[src/rtl/dec_scan.sv]
// Registered N-to-2^N one-hot strobe decoder with a built-in scan sequencer.
// Direct mode decodes I; scan mode walks sel through every output at PRESCALE cycles per step.

module dec_scan_lane (
  input  logic clk,
  input  logic rst_n,
  input  logic en,
  input  logic hit,
  output logic z
);
  always_ff @(posedge clk or negedge rst_n) begin
    if (!rst_n) z <= 1'b0;
    else        z <= en & hit;
  end
endmodule

module dec_scan #(
  parameter int N        = 2,
  parameter int PRESCALE = 4
) (
  input  logic              clk,
  input  logic              rst_n,
  input  logic              enable,
  input  logic              mode,
  input  logic [N-1:0]      I,
  output logic [(1<<N)-1:0] Z,
  output logic [N-1:0]      sel,
  output logic              frame
);
  localparam int            OUTS    = 1 << N;
  localparam int            PW      = (PRESCALE > 1) ? $clog2(PRESCALE) : 1;
  localparam logic [PW-1:0] PRE_MAX = PW'(PRESCALE - 1);
  localparam logic [N-1:0]  SEL_MAX = N'(OUTS - 1);

  typedef enum logic [2:0] {
    OP_HOLD, OP_DIRECT, OP_ENTRY, OP_COUNT, OP_STEP
  } op_e;

  op_e           op;
  logic [PW-1:0] pre, pre_d;
  logic [N-1:0]  sel_d;
  logic          mode_q, mode_q_d, frame_d;

  always_comb begin
    op = OP_HOLD;
    if (enable) begin
      if (!mode)             op = OP_DIRECT;
      else if (!mode_q)      op = OP_ENTRY;
      else if (pre != PRE_MAX) op = OP_COUNT;
      else                   op = OP_STEP;
    end
  end

  always_comb begin
    sel_d    = sel;
    pre_d    = pre;
    mode_q_d = mode_q;
    frame_d  = 1'b0;
    unique case (op)
      OP_HOLD:   ;
      OP_DIRECT: begin
        sel_d    = I;
        pre_d    = '0;
        mode_q_d = 1'b0;
      end
      OP_ENTRY: begin
        sel_d    = '0;
        pre_d    = '0;
        mode_q_d = 1'b1;
      end
      OP_COUNT:  pre_d = pre + PW'(1);
      OP_STEP: begin
        pre_d   = '0;
        sel_d   = sel + N'(1);
        frame_d = (sel == SEL_MAX);
      end
      default:   ;
    endcase
  end

  always_ff @(posedge clk or negedge rst_n) begin
    if (!rst_n) begin
      sel    <= '0;
      pre    <= '0;
      mode_q <= 1'b0;
      frame  <= 1'b0;
    end else begin
      sel    <= sel_d;
      pre    <= pre_d;
      mode_q <= mode_q_d;
      frame  <= frame_d;
    end
  end

  // Each strobe re-derives from sel_d every enabled cycle (not a literal hold),
  // so a scan resumed after a freeze lights its index again immediately.
  for (genvar k = 0; k < OUTS; k++) begin : g_lane
    dec_scan_lane u_lane (
      .clk  (clk),
      .rst_n(rst_n),
      .en   (enable),
      .hit  (sel_d == N'(k)),
      .z    (Z[k])
    );
  end
endmodule

[config.mk]
export PLATFORM = sky130hd
export DESIGN_NAME = dec_scan
export DESIGN_NICKNAME = d
export VERILOG_FILES = /design/src/rtl/dec_scan.sv
export SDC_FILE = /design/constraint.sdc
export NUM_CORES = 1
export LEC_CHECK = 0
export ABC_AREA = 1
export BUFFER_PORTS_ARGS = -buffer_cell sky130_fd_sc_hd__buf_4
export CORE_AREA = 2 2 39 41
export CTS_CLUSTER_DIAMETER = 80
export CTS_CLUSTER_SIZE = 24
export DETAILED_ROUTE_END_ITERATION = 8
export DIE_AREA = 0 0 41 43
export GPL_ROUTABILITY_DRIVEN = 0
export HOLD_SLACK_MARGIN = 0.03
export SLEW_MARGIN = 20
export SYNTH_ARGS = -nofsm -noshare
export SYNTH_HDL_FRONTEND = slang
export SYNTH_SLANG_ARGS = --single-unit
[constraint.sdc]
create_clock -name clk -period 1.9 [get_ports clk]
set_input_delay 0.57 -clock clk [delete_from_list [all_inputs] [get_ports clk]]
set_output_delay 0.57 -clock clk [all_outputs]
set_load 0.01 [all_outputs]
# After elaboration in Yosys (flattened, before gate mapping)
# Index checks and enable logic that the tools add are counted.
op_classes:
  n_eq_ne: 9
  n_div: 0
  n_shift: 0
  n_mul: 0
  order_cmp: 0
  n_reduce_logical: 4
  add_sub_neg: 2
  n_bitwise: 4
  n_mux: 8
op_table:
  columns: ["operator", "n"]
  rows:
  - ["2-to-1 mux 3 bit", 4]
  - ["equality test 2 bit (second input constant)", 3]
  - ["equality test 3 x 2 -> 1 bit (second input constant)", 2]
  - ["one-hot mux 2 bit (3 select lines)", 1]
  - ["adder 2 x 1 -> 2 bit (second input constant)", 2]
  - ["AND 1 bit", 4]
  - ["one-hot mux 2 bit (2 select lines)", 1]
  - ["nonzero test 2 bit", 2]
  - ["equality test 3 x 1 -> 1 bit (second input constant)", 1]
  - ["equality test 3 bit (second input constant)", 1]
  - ["OR reduction 3 bit", 1]
  - ["equality test 2 x 1 -> 1 bit (second input constant)", 1]
  - ["logical NOT 2 bit", 1]
  - ["inequality test 2 bit (second input constant)", 1]
  - ["one-hot mux 1 bit (2 select lines)", 1]
  - ["2-to-1 mux 1 bit", 1]
totals:
  romBits: 0
  input_bits: 6
  mem_bits_rw: 0
  regBits: 10
  elab_cells: 35
  out_inout_bits: 7
  latch_bits: 0
  mem_count: 0

# Depth between registers and ports, before layout
# Gate-level depths: netlist of run 1.
logic_depth:
  ltp_word: 9
  depth_mapped: 8
  ltp_nobuf: 8

# By module
# From an unflattened synthesis of run 1, not the netlist that was laid out.
unflattened:
  hier_cells: 55
  area_unflattened_um2: 483.0
modules_own_cells:
  columns: ["mod", "seq_area_each_um2", "n_inst", "area_per_inst_um2", "cells_per_inst"]
  rows:
  - ["dec_scan", 150.1, 1, 352.8, 43]
  - ["dec_scan_lane", 25.0, 4, 32.5, 3]

# Worst setup path before layout of run 1
# OpenSTA, ideal clock, no wires.
synth_timing:
  path_kind: "in2reg"
  from: "in enable"
  to: "reg g_lane[2].u_lane.z"
  slack_ns: 0.726
  t_required_ns: 1.828
  cell_stages: 7
  arrival_time_ns: 1.101
  setup_ns: 0.072
  n_path_buf: 1
  cell_sequence: "buf_6 -> nand2_4 -> nor2_4 -> nand2_1 -> nand3_2 -> inv_2 -> nor2_1"
synth_via:
  elab_chain_len: 5
  word_cells_on_any_way: 7
  classes_between: "eq/ne: 4; mux: 2; bitwise: 1"
synth_rtl:
  columns: ["item", "line", "rtl"]
  rows:
  - ["from (decl)", "23", "input logic enable,"]
  - ["2-to-1 mux 3 bit (*)", "46", "if (enable) begin"]
  - ["equality test 3 bit (tied with other cells)", "59", "unique case (op)"]
  - ["one-hot mux 2 bit (3 select lines) (*)", "59", null]
  - ["via sel_d[1]", "41", "logic [N-1:0] sel_d;"]
  - ["equality test 2 bit (*)", "102", ".hit (sel_d == N'(k)),"]
  - ["AND 1 bit (*)", "13", "else z <= en & hit;"]
  - ["to (signal assigned)", "13", null]
  - ["to (decl)", "9", "output logic z"]
# Mark *: on every way through the listed nets, which the timed path passes. The rest lies on a longest branch.
# A chain may end at the register's enable or synchronous reset.

# Worst setup path in the final report of run 1
layout_timing:
  from: "reg sel[0]"
  to: "out sel[0]"
layout_lines:
  columns: ["item", "line", "rtl"]
  rows:
  - ["from (decl)", "27", "output logic [N-1:0] sel,"]
  - ["from (signal assigned)", "88", "sel <= sel_d;"]
# No word-level cell between the ends.

==> summary.md, run 1 <==
| Metric | Value |
|---|---|
| Fin cells | 78 |
| Top cells by area, synth | dfrtp_1, nand2_1, buf_4 |
| H-tree depth | 1 |
| Status | complete, no violations |
| Synth Area in Adders | 5.10% |
| Fillcell total | 145 |
| Final worst path period share | 74.0% |
| Switching share of power | 26.7% |
| Crit-path leading delay family | flip-flops |
| Min Tclk post-route | 1410 ps |
| Syn Nets | 60 |
| Slowest-stage cell, CP | dfrtp_1 |
| Place WS | 604 ps |
| Largest family of logic cells by synthesized area | simple AND/OR/NAND/NOR gates |
| Post-synthesis cell type count | 16 |
| Share of layout cells above drive strength 1 | 33.9% |
| Net Sw Power | 0.000125 W |
| Reg2reg path depth | 8 |
| M2 GR Usage | 16.9% |
| Cell taking the most area after synthesis | dfrtp_1 |
| Number of port buffers | 12 |
| # clock sinks | 10 |
| Max Slew Vio Count | 0 |
| Setup ws final | 494 ps |
| FP Rows | 14 |
| Die Height | 43 um |
| Compound-gate portion of the synthesized area | 1.02% |
| Longest Clk Path Bufs | 2 |
| CTS tree | done |
| Number of placed I/O pins | 13 |
| Clock Tree Root | clkbuf_4 |
| Slew @ Worst Pin | 152 ps |
| Max_slew headroom | 89.9% |
| Core area | 1380 um^2 |
| Post-Synth XOR/XNOR Area | 0% |
| Placed Cells | 75 |
| Vias in the first global route | 344 |
| Die width | 41 um |
| WL/cell | 10.1 um |
| Hold Fails Final Rpt | 0 |
| Grt total ovfl | 0 |
| Initial Utilization | 35.4% |
| Worst path cell trace | buf_4 |
| CP max FO | 4 |
| Critical path required time | 1330 ps |
| Crit-path max cell delay | 420 ps |
| All-Layer GR Usage | 12.1% |
| Syn-to-layout area delta | 18.6% |
| Maxcap violations | 0 |
| Wirelength, routed | 787 um |
| Part of the power in registers | 52.0% |
| Largest net degree at the start of global routing | 11 |
| Worst hold margin | 127 ps |
| Layer with the highest usage | met2 |
| Synth Register Bits | 10 |
| WS Path Type | register to output port |
| Post-Synthesis Cells | 52 |
| Setup repair bufs after CTS | 0 |
| Clk pin slew, worst setup/hold paths | 60 ps |
| Critical Path Stages | 1 |
| Dominant synthesized flop cell | dfrtp_1 |
| Static Leak | 0.327 nW |
| Setup TNS | 0 ps |
| Worst Setup Start Kind | register |
| Post-Synthesis Cell Area | 490 um^2 |
| Combinational Power Share | 18.2% |
| Skew final | 0.581 ps |
| Crit path capture type | output port |
| Peak supply drop | 0.247 mV |
| Count leader, synth | nand2_1 |
| Vias per cell | 4.38 |
| Global-route wire length before repair | 1370 um |
| Met3 Track Usage GR | 4.71% |
| Peak Freq | 0.711 GHz |
| Clock Power Share | 29.8% |
| Synth Area in Simple Gates | 29.1% |
| Initial antenna violation count | 0 |
| Remaining DRCs | 0 |
| Seq/Total Area, Yosys | 51.0% |
| Hold Buf Count CTS | 0 |
| Worst skew pair latency | 250 ps |
| Final setup viols | 0 |
| Worst path bufs/invs | 1 |
| DP HPWL | 631 um |
| Num CTS Buffers | 3 |
| PD cells | 803 nW/um^2 |
| DR pass1 iterations | 2 |
| Arrival @ worst endpoint | 840 ps |
| Async S/R FF share, synth | 100% |
| Post-synth top cells | nand2_1, dfrtp_1, inv_1 |
| Post-CTS sizing | 0 |
| N_diodes | 0 |
| Mean Syn Cell Area | 9.43 um^2 |
| RSZ-0062 raised after global routing | false |
| 1st-iter DRT viols | 3 |
| Synth top area share | 51.0% |
| Via count | 342 |
| Post-layout util | 42.0% |
| Nets@finish | 72 |
| Die Area | 1760 um^2 |
| Ys Warns | 0 |
| Post-route ant nets | 0 |
| Post-synth EDFFs | 0 |
| Hold/Removal Path Class | input port to async pin |
| Int Pwr | 0.000343 W |
| Met1 GRT Util | 14.6% |
| Mux contribution to synthesized area | 0% |
==> path summary, 6_finish.rpt <==
check                            start            endpoint  slack, ps
min in group clk                mode_q              mode_q        510
worst min register to register  mode_q              mode_q        510
worst max register to register  pre[0]  g_lane[3].u_lane.z        700
max in group asynchronous        rst_n  g_lane[1].u_lane.z       1640
worst max-delay path            sel[0]              sel[0]        490
worst min-delay path             rst_n              mode_q        130
==> metrics by stage <==
stage / total power [W] / cell area, um^2
final: 0.000467 / 582
after global routing: 0.000495 / 582
after CTS: 0.000474 / 582
after detailed placement: 0.000334 / 559
after global placement: 0.000330 / 559
after floorplan: 0.000303 / 490
==> flip-flops by register name (all words and copies together), names as in the netlist <==
register and flops:
mode_q 1, sel 2, pre 2, frame 1, g_lane.u_lane.z 4
==> power groups by stage <==
stage	clock network (W)	logic, W	registers (W)
2_1_floorplan	0	0.0000565	0.000247
3_3_place_gp	0	0.0000838	0.000247
3_5_place_dp	0	0.0000866	0.000247
4_1_cts	0.000144	0.0000871	0.000243
5_1_grt	0.000151	0.0000985	0.000246
6_report	0.000139	0.0000849	0.000243
==> final cells by class <==
| type | count | area (um^2) | share of cell area, % |
|---|---|---|---|
| flip-flops and latches | 10 | 250 | 43.0 |
| multi-input cells | 30 | 173 | 29.7 |
| repair buffers | 12 | 90.1 | 15.5 |
| inverters | 7 | 26.3 | 4.52 |
| clock buffers | 3 | 22.5 | 3.87 |
| well taps | 16 | 20.0 | 3.44 |
==> cell families after synthesis <==
logic type      count (synthesis)
compound gates                  1
buf+inv                        12
flops                          10
fa+ha+maj                       2
simple gates                   27
==> layer usage <==
layer  share of wire, %  vias up
li1                   -      179
met1                 45      156
met2                 51        7
met3                3.8        0
met4                  0        0
met5                  0        -
==> layout by cell type, fill, tap and decap left out, drive strengths merged <==
cell | Yosys | layout
inv | 7 | 7
nor3b | 1 | 1
clkbuf | 0 | 3
nand4 | 1 | 1
o21ai | 1 | 1
dfrtp | 10 | 10
nand3 | 6 | 6
nor2 | 5 | 5
buf | 5 | 12
nand2 | 14 | 14
ha | 2 | 2
Power figures use the tool's default switching activity.
==> inputs of run 2 (changes only) <==
--- a/config.mk
+++ b/config.mk
@@ -5,7 +5,7 @@
 export SDC_FILE = /design/constraint.sdc
 export NUM_CORES = 1
 export LEC_CHECK = 0
-export ABC_AREA = 1
+export ABC_AREA = 0
 export BUFFER_PORTS_ARGS = -buffer_cell sky130_fd_sc_hd__buf_4
 export CORE_AREA = 2 2 39 41
 export CTS_CLUSTER_DIAMETER = 80
==> constraint.sdc (replaced) <==
create_clock -name clk -period 1.2 [get_ports clk]
set_input_delay 0.36 -clock clk [delete_from_list [all_inputs] [get_ports clk]]
set_output_delay 0.36 -clock clk [all_outputs]
set_load 0.01 [all_outputs]
==> run 2 against run 1 <==
Global-route usage up 2.7 points; wire length up 37%; first-iteration DRC count fell by 100%; critical path type unchanged; the run now ends with negative setup slack left; largest cell class is now multi-input combinational cells; critical path depth is 1 higher.
==> summary.md, run 2 <==
| Metric | Value |
|---|---|
| Clk pin slew, worst setup/hold paths | 70 ps (about the same) |
| CTS tree | done |
| Maxcap violations | 0 (unchanged) |
| Async S/R FF share, synth | 100% (unchanged) |
| Number of port buffers | 12 (unchanged) |
| Peak Freq | 0.769 GHz |
| Top cells by area, synth | dfrtp_1, buf_4, o21ai_0 |
| M2 GR Usage | 21.3% (+4.4 points) |
| Post-Synthesis Cells | 49 (-5.8%) |
| Met3 Track Usage GR | 3.14% (-1.6 points) |
| Post-synthesis cell type count | 20 (+4) |
| All-Layer GR Usage | 14.8% (+2.7 points) |
| N_diodes | 0 (unchanged) |
| Skew final | 1.62 ps (+1.04 ps) |
| H-tree depth | 1 (unchanged) |
| Die Height | 43 um (unchanged) |
| Final worst path period share | 108% |
| Final setup viols | 7 (+7) |
| RSZ-0062 raised after global routing | true |
| Crit path capture type | output port |
| Post-synth EDFFs | 0 (unchanged) |
| Largest net degree at the start of global routing | 11 (unchanged) |
| Grt total ovfl | 0 (unchanged) |
| Peak supply drop | 0.750 mV (+200%) |
| Wirelength, routed | 1080 um (+37%) |
| FP Rows | 14 (unchanged) |
| WS Path Type | register to output port |
| Number of placed I/O pins | 13 (unchanged) |
| Post-Synthesis Cell Area | 514 um^2 (+4.8%) |
| Biggest regs | g_lane.u_lane.z (4), pre (2), sel (2) |
| Dpl cell area | 649 um^2 (+16%) |
| Die Area | 1760 um^2 (unchanged) |
| Min Tclk post-route | 1300 ps |
| Critical path required time | 840 ps (-490 ps) |
| Post-route ant nets | 0 (unchanged) |
| Crit-path max cell delay | 430 ps (about the same) |
| Longest Clk Path Bufs | 2 (unchanged) |
| Worst skew pair latency | 280 ps (+30 ps) |
| DR pass1 iterations | 1 (-1) |
| Share of layout cells above drive strength 1 | 55.9% (+22 points) |
| CP max FO | 2 (-2) |
| Synth Register Bits | 10 (unchanged) |
| Syn Nets | 57 (-5.0%) |
| Max Slew Vio Count | 0 (unchanged) |
| Slew @ Worst Pin | 221 ps (+69.2 ps) |
| WL/cell | 12.9 um (+28%) |
| Max_slew headroom | 85.2% (-4.7 points) |
| Crit-path leading delay family | flip-flops |
| Num CTS Buffers | 3 (unchanged) |
| FF+latch area | 253 um^2 (+1.0%) |
| Clock Tree Root | clkbuf_4 |
| Most common cell on crit path | buf_6 |
| Setup ws final | -100 ps (-594 ps) |
| Global-route wire length before repair | 1680 um (+23%) |
| Post-layout util | 57.1% (+15 points) |
| Vias in the first global route | 393 (+14%) |
| Via count | 415 (+21%) |
| Post-synth top cells | dfrtp_1, o21ai_0, buf_4, and3_1, nand2_1 |
| Static Leak | 0.377 nW (+15%) |
| DP HPWL | 704 um (+12%) |
| Ys Warns | 0 (unchanged) |
| PD cells | 1200 nW/um^2 (+50%) |
| Vias per cell | 4.94 (+13%) |
| FF-to-FF setup slack | -70 ps (-770 ps) |
| Max FFs per register | 4 (unchanged) |
| Worst Setup Start Kind | register |
| Dominant synthesized flop cell | dfrtp_1 |
| Worst path bufs/invs | 2 (+1) |
| 1st-iter DRT viols | 0 (-3) |
| Design Area, Final | 791 um^2 (+36%) |
| Syn-to-layout area delta | 53.8% |
| Most flops, register | g_lane.u_lane.z |
| Layer with the highest usage | met2 |
| # clock sinks | 10 (unchanged) |
| Die width | 41 um (unchanged) |
| Hold/Removal Path Class | input port to register |
| Synth top area share | 48.7% (-2.4 points) |
| Cell taking the most area after synthesis | dfrtp_1 |
| Remaining DRCs | 0 (unchanged) |
| Arrival @ worst endpoint | 940 ps (+100 ps) |
| Hold Fails Final Rpt | 0 (unchanged) |
| Seq/Total Area, Yosys | 48.7% (-2.4 points) |
| Area of the multi-input gates | 279 um^2 (+62%) |
| Met1 GRT Util | 19.9% (+5.2 points) |
| Failing checks | negative setup slack |
| Initial antenna violation count | 0 (unchanged) |
| Mean Syn Cell Area | 10.5 um^2 (+11%) |
| Commonest cells after routing, fill and taps aside | buf_4, dfrtp_1, buf_6 |
| Initial Utilization | 37.2% (+1.7 points) |
| Worst path cell trace | buf_6, buf_6 |
| Commonest non-fill, non-tap cell in the layout | buf_4 |
| Status | finished with violations |
| Core area | 1380 um^2 (unchanged) |
| Fillcell total | 126 (-13%) |
| Nets@finish | 77 (+6.9%) |
| Slowest-stage cell, CP | dfrtp_2 |
| Count leader, synth | dfrtp_1 |
==> run 2: final timing paths <==
kind | from | to | cells after the start
max | sel[0] | sel[0] | 2
min | enable | pre[0] | 2
max reg2reg | sel[0] | g_lane[1].u_lane.z | 4
min reg2reg | mode_q | mode_q | 1
max in group asynchronous | rst_n | sel[0] | 2
min in group asynchronous | rst_n | g_lane[0].u_lane.z | 2
==> run 2: cell type report <==
cell class | instances | share of cell area (%)
multi-input combinational | 31 | 35.3
sequential | 10 | 32.0
timing repair buffer | 21 | 24.7
clock buffer | 4 | 4.59
tap | 16 | 2.53
inverter | 2 | 0.949
==> run 2: kinds of logic (layout without fill, tap and decap cells) <==
kind of cell,after synthesis,in the layout,synth area share (%)
DFF,10,10,48.7
buffers and inverters,8,27,9.73
adders and majority gates,2,2,4.87
AOI/OAI and AO/OA,11,11,13.6
xor gates and xnor gates,1,1,1.70
and+or+nand+nor,14,14,15.1
muxes,3,3,6.33
==> run 2: stage by stage <==
| step | power (W) | setup TNS [ps] | worst slack (ps) | hold WS, ps | cells |
|---|---|---|---|---|---|
| after CTS | 0.000929 | -490 | -105 | 332 | 83 |
| after detailed placement | 0.000567 | -341 | -83.5 | 198 | 76 |
| after global routing | 0.00100 | -967 | -152 | 334 | 84 |
| after floorplan | 0.000487 | -201 | -91.4 | 64.4 | 49 |
| final | 0.000951 | -494 | -100 | 332 | 84 |
| after global placement | 0.000566 | -229 | -55.5 | 196 | 76 |
==> run 2: repair_timing <==
action	in CTS	in global routing
hold endpoints to repair	10	0
pin swaps	5	7
hold buffers	1	0
setup endpoints to repair	9	9
gates cloned	0	0
gates resized for setup	11	8
buffers inserted	2	1
==> run 2: report_power, final <==
| part | total [W] | internal, W | switching, W |
|---|---|---|---|
| combinational | 0.000250 | 0.000148 | 0.000102 |
| sequential | 0.000384 | 0.000363 | 0.0000208 |
| clock | 0.000317 | 0.000185 | 0.000132 |
| total | 0.000951 | 0.000697 | 0.000255 |
==> run 2: metal layers <==
layer | wire length (um) | up-vias
met5 | 0 | -
met4 | 28 | 0
met3 | 47 | 2
met2 | 566 | 10
met1 | 438 | 199
li1 | - | 204
